[src/rtl/rep_control_wb_if.sv]
// Write-back side bundle for the string-repeat controller.
// The master side presents the WB-stage uop; the slave side (the controller)
// returns the repeat pulses and the registered rep_active status.
interface rep_control_wb_if #(
    parameter int COUNT_W = 32,
    parameter int EIP_W   = 32
);
    logic               WB_V;
    logic               WB_FLUSH;
    logic               CS_REP_START_WB;
    logic               CS_ITER_LAST_WB;
    logic [1:0]         CS_REP_MODE_WB;
    logic [COUNT_W-1:0] WB_ECX;
    logic [COUNT_W-1:0] WB_RESULT_C;
    logic               ZF;
    logic [EIP_W-1:0]   WB_EIP;
    logic [EIP_W-1:0]   WB_NEIP;

    logic               rep_active;
    logic               rep_ld_eip;
    logic [EIP_W-1:0]   rep_eip;
    logic               rep_ld_count;
    logic               rep_flush;
    logic               rep_terminate;

    modport master (
        output WB_V, WB_FLUSH, CS_REP_START_WB, CS_ITER_LAST_WB, CS_REP_MODE_WB,
        output WB_ECX, WB_RESULT_C, ZF, WB_EIP, WB_NEIP,
        input  rep_active, rep_ld_eip, rep_eip, rep_ld_count, rep_flush, rep_terminate
    );

    modport slave (
        input  WB_V, WB_FLUSH, CS_REP_START_WB, CS_ITER_LAST_WB, CS_REP_MODE_WB,
        input  WB_ECX, WB_RESULT_C, ZF, WB_EIP, WB_NEIP,
        output rep_active, rep_ld_eip, rep_eip, rep_ld_count, rep_flush, rep_terminate
    );
endinterface

[src/rtl/rep_control_wb.sv]
// REP/REPE/REPNE string-instruction sequencing at the write-back stage.
// Decides, on the WB uop, whether to restart the iteration (reload EIP of the
// string instruction and flush younger uops) or to finish (reload the next EIP).
// Optional build macro REP_ITER_CNT_EN adds the rep_iter_cnt completed-iteration
// counter output.
//
// state | meaning
// ------+-------------------------------------------------------------
// IDLE  | no repeat sequence in flight; watching for a start uop
// RUN   | repeat sequence in flight; saved EIP/NEIP/mode govern
module rep_control_wb #(
    parameter int COUNT_W = 32,
    parameter int EIP_W   = 32
) (
    input  logic              CLK,
    input  logic              CLR,
    rep_control_wb_if.slave   wb
`ifdef REP_ITER_CNT_EN
    ,
    output logic [15:0]       rep_iter_cnt
`endif
);

    typedef enum logic {
        ST_IDLE = 1'b0,
        ST_RUN  = 1'b1
    } state_t;

    localparam logic [1:0] MODE_NONE  = 2'b00;
    localparam logic [1:0] MODE_REPE  = 2'b10;
    localparam logic [1:0] MODE_REPNE = 2'b11;

    localparam logic [COUNT_W-1:0] COUNT_ZERO = '0;

    state_t             state_q;
    state_t             state_d;

    logic [EIP_W-1:0]   saved_eip;
    logic [EIP_W-1:0]   saved_neip;
    logic [1:0]         saved_mode;

    logic               in_idle;
    logic               in_run;
    logic               start;
    logic               ecx_zero;
    logic               res_zero;
    logic               skip;
    logic               iter_end;
    logic               term_cond;
    logic               live;
    logic [1:0]         eff_mode;
    logic [EIP_W-1:0]   eff_eip;
    logic [EIP_W-1:0]   eff_neip;

    // Event decode shared by next-state and output logic. A start that is also
    // the last uop of its iteration is judged with the live WB values, since
    // the saved copies are only written at the end of this cycle.
    assign in_idle   = (state_q == ST_IDLE);
    assign in_run    = (state_q == ST_RUN);
    assign start     = in_idle & wb.WB_V & wb.CS_REP_START_WB
                       & (wb.CS_REP_MODE_WB != MODE_NONE);
    assign ecx_zero  = (wb.WB_ECX == COUNT_ZERO);
    assign res_zero  = (wb.WB_RESULT_C == COUNT_ZERO);
    assign skip      = start & ecx_zero;
    assign iter_end  = (in_run & wb.WB_V & wb.CS_ITER_LAST_WB)
                       | (start & ~ecx_zero & wb.CS_ITER_LAST_WB);
    assign eff_mode  = in_run ? saved_mode : wb.CS_REP_MODE_WB;
    assign eff_eip   = in_run ? saved_eip  : wb.WB_EIP;
    assign eff_neip  = in_run ? saved_neip : wb.WB_NEIP;
    assign term_cond = res_zero
                       | ((eff_mode == MODE_REPE)  & ~wb.ZF)
                       | ((eff_mode == MODE_REPNE) &  wb.ZF);
    // Pulses are suppressed while reset is held and on an external flush.
    assign live      = CLR & ~wb.WB_FLUSH;

    // State register.
    always_ff @(posedge CLK or negedge CLR) begin
        if (!CLR) begin
            state_q <= ST_IDLE;
        end else begin
            state_q <= state_d;
        end
    end

    // Next-state logic; an external flush always returns to IDLE.
    always_comb begin
        state_d = state_q;
        if (wb.WB_FLUSH) begin
            state_d = ST_IDLE;
        end else begin
            case (state_q)
                ST_IDLE: begin
                    if (start && !ecx_zero && (!wb.CS_ITER_LAST_WB || !term_cond)) begin
                        state_d = ST_RUN;
                    end
                end
                ST_RUN: begin
                    if (iter_end && term_cond) begin
                        state_d = ST_IDLE;
                    end
                end
                default: state_d = ST_IDLE;
            endcase
        end
    end

    // Same-cycle pulse outputs; rep_eip falls back to WB_NEIP when idle.
    always_comb begin
        wb.rep_ld_eip    = 1'b0;
        wb.rep_eip       = wb.WB_NEIP;
        wb.rep_ld_count  = 1'b0;
        wb.rep_flush     = 1'b0;
        wb.rep_terminate = 1'b0;
        if (live) begin
            if (skip) begin
                wb.rep_ld_eip    = 1'b1;
                wb.rep_eip       = wb.WB_NEIP;
                wb.rep_terminate = 1'b1;
            end else if (iter_end) begin
                wb.rep_ld_count = 1'b1;
                wb.rep_ld_eip   = 1'b1;
                if (term_cond) begin
                    wb.rep_eip       = eff_neip;
                    wb.rep_terminate = 1'b1;
                end else begin
                    wb.rep_eip   = eff_eip;
                    wb.rep_flush = 1'b1;
                end
            end
        end
    end

    assign wb.rep_active = in_run;

    // Capture the string instruction's context when a sequence starts.
    always_ff @(posedge CLK or negedge CLR) begin
        if (!CLR) begin
            saved_eip  <= '0;
            saved_neip <= '0;
            saved_mode <= MODE_NONE;
        end else if (start) begin
            saved_eip  <= wb.WB_EIP;
            saved_neip <= wb.WB_NEIP;
            saved_mode <= wb.CS_REP_MODE_WB;
        end
    end

`ifdef REP_ITER_CNT_EN
    // Completed-iteration counter: cleared on start, saturating, held after the end.
    always_ff @(posedge CLK or negedge CLR) begin
        if (!CLR) begin
            rep_iter_cnt <= 16'h0000;
        end else if (start && !wb.WB_FLUSH) begin
            rep_iter_cnt <= iter_end ? 16'h0001 : 16'h0000;
        end else if (iter_end && !wb.WB_FLUSH && (rep_iter_cnt != 16'hFFFF)) begin
            rep_iter_cnt <= rep_iter_cnt + 16'h0001;
        end
    end
`endif

endmodule

[src/flat_wrapper.sv]
// flat-port wrapper written by rule: the top's interface ports become plain ports
module rep_control_wb_flat 
#(
    parameter int COUNT_W = 32,
    parameter int EIP_W   = 32
)
  (CLK, CLR, wb_WB_V, wb_WB_FLUSH, wb_CS_REP_START_WB, wb_CS_ITER_LAST_WB, wb_CS_REP_MODE_WB, wb_WB_ECX, wb_WB_RESULT_C, wb_ZF, wb_WB_EIP, wb_WB_NEIP, wb_rep_active, wb_rep_ld_eip, wb_rep_eip, wb_rep_ld_count, wb_rep_flush, wb_rep_terminate);
  rep_control_wb_if #(.COUNT_W(COUNT_W), .EIP_W(EIP_W)) wb_i ();
  input  logic CLK;
  input  logic CLR;
  input wire logic [$bits(wb_i.WB_V)-1:0] wb_WB_V;
  input wire logic [$bits(wb_i.WB_FLUSH)-1:0] wb_WB_FLUSH;
  input wire logic [$bits(wb_i.CS_REP_START_WB)-1:0] wb_CS_REP_START_WB;
  input wire logic [$bits(wb_i.CS_ITER_LAST_WB)-1:0] wb_CS_ITER_LAST_WB;
  input wire logic [$bits(wb_i.CS_REP_MODE_WB)-1:0] wb_CS_REP_MODE_WB;
  input wire logic [$bits(wb_i.WB_ECX)-1:0] wb_WB_ECX;
  input wire logic [$bits(wb_i.WB_RESULT_C)-1:0] wb_WB_RESULT_C;
  input wire logic [$bits(wb_i.ZF)-1:0] wb_ZF;
  input wire logic [$bits(wb_i.WB_EIP)-1:0] wb_WB_EIP;
  input wire logic [$bits(wb_i.WB_NEIP)-1:0] wb_WB_NEIP;
  output wire logic [$bits(wb_i.rep_active)-1:0] wb_rep_active;
  output wire logic [$bits(wb_i.rep_ld_eip)-1:0] wb_rep_ld_eip;
  output wire logic [$bits(wb_i.rep_eip)-1:0] wb_rep_eip;
  output wire logic [$bits(wb_i.rep_ld_count)-1:0] wb_rep_ld_count;
  output wire logic [$bits(wb_i.rep_flush)-1:0] wb_rep_flush;
  output wire logic [$bits(wb_i.rep_terminate)-1:0] wb_rep_terminate;
  assign wb_i.WB_V = wb_WB_V;
  assign wb_i.WB_FLUSH = wb_WB_FLUSH;
  assign wb_i.CS_REP_START_WB = wb_CS_REP_START_WB;
  assign wb_i.CS_ITER_LAST_WB = wb_CS_ITER_LAST_WB;
  assign wb_i.CS_REP_MODE_WB = wb_CS_REP_MODE_WB;
  assign wb_i.WB_ECX = wb_WB_ECX;
  assign wb_i.WB_RESULT_C = wb_WB_RESULT_C;
  assign wb_i.ZF = wb_ZF;
  assign wb_i.WB_EIP = wb_WB_EIP;
  assign wb_i.WB_NEIP = wb_WB_NEIP;
  assign wb_rep_active = wb_i.rep_active;
  assign wb_rep_ld_eip = wb_i.rep_ld_eip;
  assign wb_rep_eip = wb_i.rep_eip;
  assign wb_rep_ld_count = wb_i.rep_ld_count;
  assign wb_rep_flush = wb_i.rep_flush;
  assign wb_rep_terminate = wb_i.rep_terminate;
  rep_control_wb #(.COUNT_W(COUNT_W), .EIP_W(EIP_W)) u_core (.CLK(CLK), .CLR(CLR), .wb(wb_i));
endmodule
[config.mk]
export PLATFORM = sky130hd
export DESIGN_NAME = rep_control_wb_flat
export DESIGN_NICKNAME = d
export VERILOG_FILES = /design/src/rtl/rep_control_wb_if.sv /design/src/rtl/rep_control_wb.sv /design/src/flat_wrapper.sv
export SDC_FILE = /design/constraint.sdc
export NUM_CORES = 1
export LEC_CHECK = 0
export CAP_MARGIN = 10
export CORE_MARGIN = 5
export CORE_UTILIZATION = 46
export DETAILED_ROUTE_END_ITERATION = 10
export PLACE_DENSITY = 0.87
export SLEW_MARGIN = 25
export SYNTH_ARGS = -nofsm -noshare
export SYNTH_HDL_FRONTEND = slang
export SYNTH_SLANG_ARGS = --single-unit
[constraint.sdc]
create_clock -name CLK -period 4.1 [get_ports CLK]
set_input_delay 0.82 -clock CLK [delete_from_list [all_inputs] [get_ports CLK]]
set_output_delay 0.82 -clock CLK [all_outputs]
set_load 0.03 [all_outputs]
==> results by group <==
Synth
  – Main flop type after synthesis: sky130_fd_sc_hd__dfrtp_1
  – Ranking of synthesized cells by area: sky130_fd_sc_hd__dfrtp_1 (43%), sky130_fd_sc_hd__mux2_2 (18%), sky130_fd_sc_hd__mux2i_1 (16%)
  – Synth top area share: 42.6%
  – Synth Area per Inst: around 12 um^2
  – Sequential-to-total area share from yosys stat: 42.6%
  – Warning count from the yosys run: 0
  – Share of flip-flops with an asynchronous set or reset after synthesis: 100%
  – Number of flops mapped to enable cells by yosys: 0
  – Unique masters post-synth: 31
  – Net count after synthesis: 470
  – Syn Inst Count: 333
  – Synthesized flop and latch total: 67
  – Synthesized cell area: between 3000 and 4000 um^2
  – Yosys top cell by area: sky130_fd_sc_hd__dfrtp_1

Layout
  – Total inserted antenna cells: 0
  – Leading cell type in the layout, fill and taps excluded: sky130_fd_sc_hd__clkdlybuf4s50_1
  – Commonest cells after routing, fill and taps aside: sky130_fd_sc_hd__clkdlybuf4s50_1 (138), sky130_fd_sc_hd__dfrtp_1 (66), sky130_fd_sc_hd__mux2i_1 (64), sky130_fd_sc_hd__mux2_2 (64), sky130_fd_sc_hd__buf_4 (42)
  – Layout overhead on the synthesized area: 49.5%
  – Layout cell share with drive strength beyond 1: 26.2%
  – Post-route design area: 5880 um^2
  – Filler Cells Inserted: 631
  – Flip-flop and latch area: 1680 um^2
  – Multi-input gate area in the final layout: 2110 um^2
  – Post-layout nets: 640

STA
  – Final setup violation count: 0
  – Slack of the critical path: 0.316 ns
  – Rel. slew slack: 44.2%
  – Fmax: 264 MHz
  – Clock Skews: 0.0106 ns
  – Pins over their slew limit: 0
  – Fin crit share: 92.3%
  – Slew at the pin closest to its max-slew limit: about 0.84 ns
  – Setup total negative slack: 0 ns
  – Final Critical Period: around 3.8 ns
  – Unrepaired setup endpoints after global routing: false
  – Number of failing hold endpoints at the final stage: 0

Route
  – Final routed DRC violation total: 0
  – Routed via count divided by cell count: about 5.4
  – Post-route ant nets: 0
  – Router iterations before antenna repair: 4
  – Total length of routed wires: 10900 um
  – Routed via count: 3334
  – Detailed-route wire length per cell: roughly 18 um
  – Number of violations reported at the end of detailed-routing iteration 0: 66

Global route
  – Remaining Overflow, GRT: 0
  – Antenna violations before repair: 0
  – Number of global-route vias before repair: about 3500
  – First-pass GRT wire length: 16800 um
  – Pin count of the biggest net entering global routing: 68
  – Total routing usage reported by global routing: 20.5%

Placed design
  – Number of buffers added on ports: 173
  – Setup Slack @ Placement: 0.304 ns
  – Post-detailed-placement half-perimeter wirelength: approximately 8300 um
  – Gpl congestion: ~0.76
  – Post-Place Cell Area: 5680 um^2

Critical path
  – Kind of start point of the critical path: primary input
  – Required time of the worst setup path: 3.28 ns
  – Maximum net fanout on the critical path: 20
  – RR Startpoint: u_core.wb.rep_active
  – Cell family with the largest share of critical-path delay: buffers and inverters
  – Slowest cell on the critical path: sky130_fd_sc_hd__clkdlybuf4s50_1
  – Reg2Reg Setup Slack: 1.74 ns
  – Data arrival time of the critical path: 2.96 ns
  – Type of the worst setup path: in2out
  – Cell-by-cell trace of the critical path: clkdlybuf4s50_1 -> nor4_1 -> nand4_1 -> o21ai_4 -> buf_12 -> mux2i_1 -> a22o_1 -> buf_4
  – Critical Path Source: wb_WB_RESULT_C[6]
  – Capture point of the worst reg-to-reg path: u_core.saved_eip[20]
  – Worst stage delay on the critical path: 0.42 ns
  – Cell count along the critical path: 8
  – Crit path capture: wb_rep_eip[2]
  – Worst path bufs/invs: 3
  – Type of element capturing the critical path: primary output
  – FF-to-FF path depth: 4

Floorplan
  – Height of the die: 102 um
  – Std-Cell Core Area: 8260 um^2
  – Cell row count: 33
  – Starting utilization of the core area: 47.6%
  – I/O pin total: 174
  – Die Span X: a little over 100 um
  – Die area: ~10000 um^2

Clock tree
  – Clock Pin Slew Worst Setup and Hold Paths: 0.07 ns
  – Hold buffer count at CTS: 0
  – Number of buffers between clock root and the deepest sink: 2
  – Total CTS buffers: 9
  – Post-cts resize count: 0
  – Clock tree from TritonCTS: yes
  – Clk Latency, worst-skew pair: 0.34 ns
  – Clk sinks: between 60 and 70
  – Post-CTS Setup Repair Bufs: 0
  – H-tree depth: 3
  – Cell at the root of the clock tree: sky130_fd_sc_hd__clkbuf_8

Pwr
  – Maximum vdd ir drop: 0.229 mV
  – Ratio of total power to cell area: 337 nW/um^2
  – Leak pwr: about 2.4 nW

Run status
  – Result of the run: finished clean

Worst hold path
  – Class of the most critical hold timing path: reg2reg

Run
  – Reported max-cap violation count: 0
## worst min-delay path: cells and delay by family (launching register included)
family | cells | cell delay [ns]
flip-flops | 1 | 0.35
AND/OR/NAND/NOR | 2 | 0.12
## layout make-up
cell class | instances | area share, %
inverters | 1 | 0.0638
flip-flops and latches | 67 | 28.5
repair buffers | 184 | 30.0
well taps | 105 | 2.23
clock inverters | 7 | 1.28
multi-input cells | 240 | 35.8
clock buffers | 9 | 2.11
## per-layer routing
layer | vias to the layer above | track usage [%] | wire length [um]
met2 | 107 | 36.5 | 5550
met5 | - | 0 | 0
met3 | 10 | 6.21 | 812
met1 | 1631 | 24.0 | 4430
met4 | 0 | 4.84 | 118
li1 | 1586 | - | -
## kinds of logic after synthesis
kind of cell	count (synthesis)	share of synthesized area, %
AOI/OAI and AO/OA	43	9.61
muxes	128	34.6
DFF	67	42.6
xor gates and xnor gates	2	0.446
and+or+nand+nor	67	8.69
buffers and inverters	26	4.01
## synthesized netlist by cell type (2+ instances only)
cell	n
sky130_fd_sc_hd__nand4_1	2
sky130_fd_sc_hd__a22o_1	32
sky130_fd_sc_hd__nor2b_1	2
sky130_fd_sc_hd__xnor2_1	2
sky130_fd_sc_hd__mux2_2	64
sky130_fd_sc_hd__mux2i_1	64
sky130_fd_sc_hd__nor4_1	16
sky130_fd_sc_hd__buf_6	3
sky130_fd_sc_hd__buf_4	6
sky130_fd_sc_hd__clkbuf_1	4
sky130_fd_sc_hd__and4_1	2
sky130_fd_sc_hd__buf_2	12
sky130_fd_sc_hd__a21oi_1	2
sky130_fd_sc_hd__nand2_1	39
sky130_fd_sc_hd__dfrtp_1	67
## worst min path at each step
stage                                from               endpoint  slack [ns]  depth (start not counted)
floorplan            u_core.saved_mode[1]   u_core.saved_mode[1]        0.44                          2
global placement     u_core.saved_mode[1]   u_core.saved_mode[1]        0.47                          2
detailed placement   u_core.saved_mode[1]   u_core.saved_mode[1]        0.48                          2
CTS                  u_core.saved_mode[1]   u_core.saved_mode[1]        0.50                          2
global route        u_core.saved_neip[11]  u_core.saved_neip[11]        0.52                          1
finish               u_core.saved_mode[1]   u_core.saved_mode[1]        0.49                          2
## per-stage QoR
step / hold slack [ns] / instances / power [mW] / utilization (%)
after floorplan: 0.445 / 333 / 1.20 / -
after global placement: 0.469 / 597 / 1.43 / 68.8
after detailed placement: 0.477 / 597 / 1.45 / 68.8
after CTS: 0.495 / 613 / 2.00 / 71.2
after global routing: 0.523 / 613 / 2.09 / 71.2
final: 0.495 / 613 / 1.98 / 71.2
## where the power goes
group	total [mW]	switching [mW]	internal, mW
Sequential	0.876	0.0768	0.799
Clock	0.546	0.263	0.284
Combinational	0.560	0.221	0.339
Total	1.98	0.561	1.42
## state kept, by name, indices dropped and copies added (netlist names)
signal                cells
u_core.saved_neip        32
u_core.saved_mode         2
u_core.saved_eip         32
u_core.wb.rep_active      1
(Power assumes the default switching activity.)
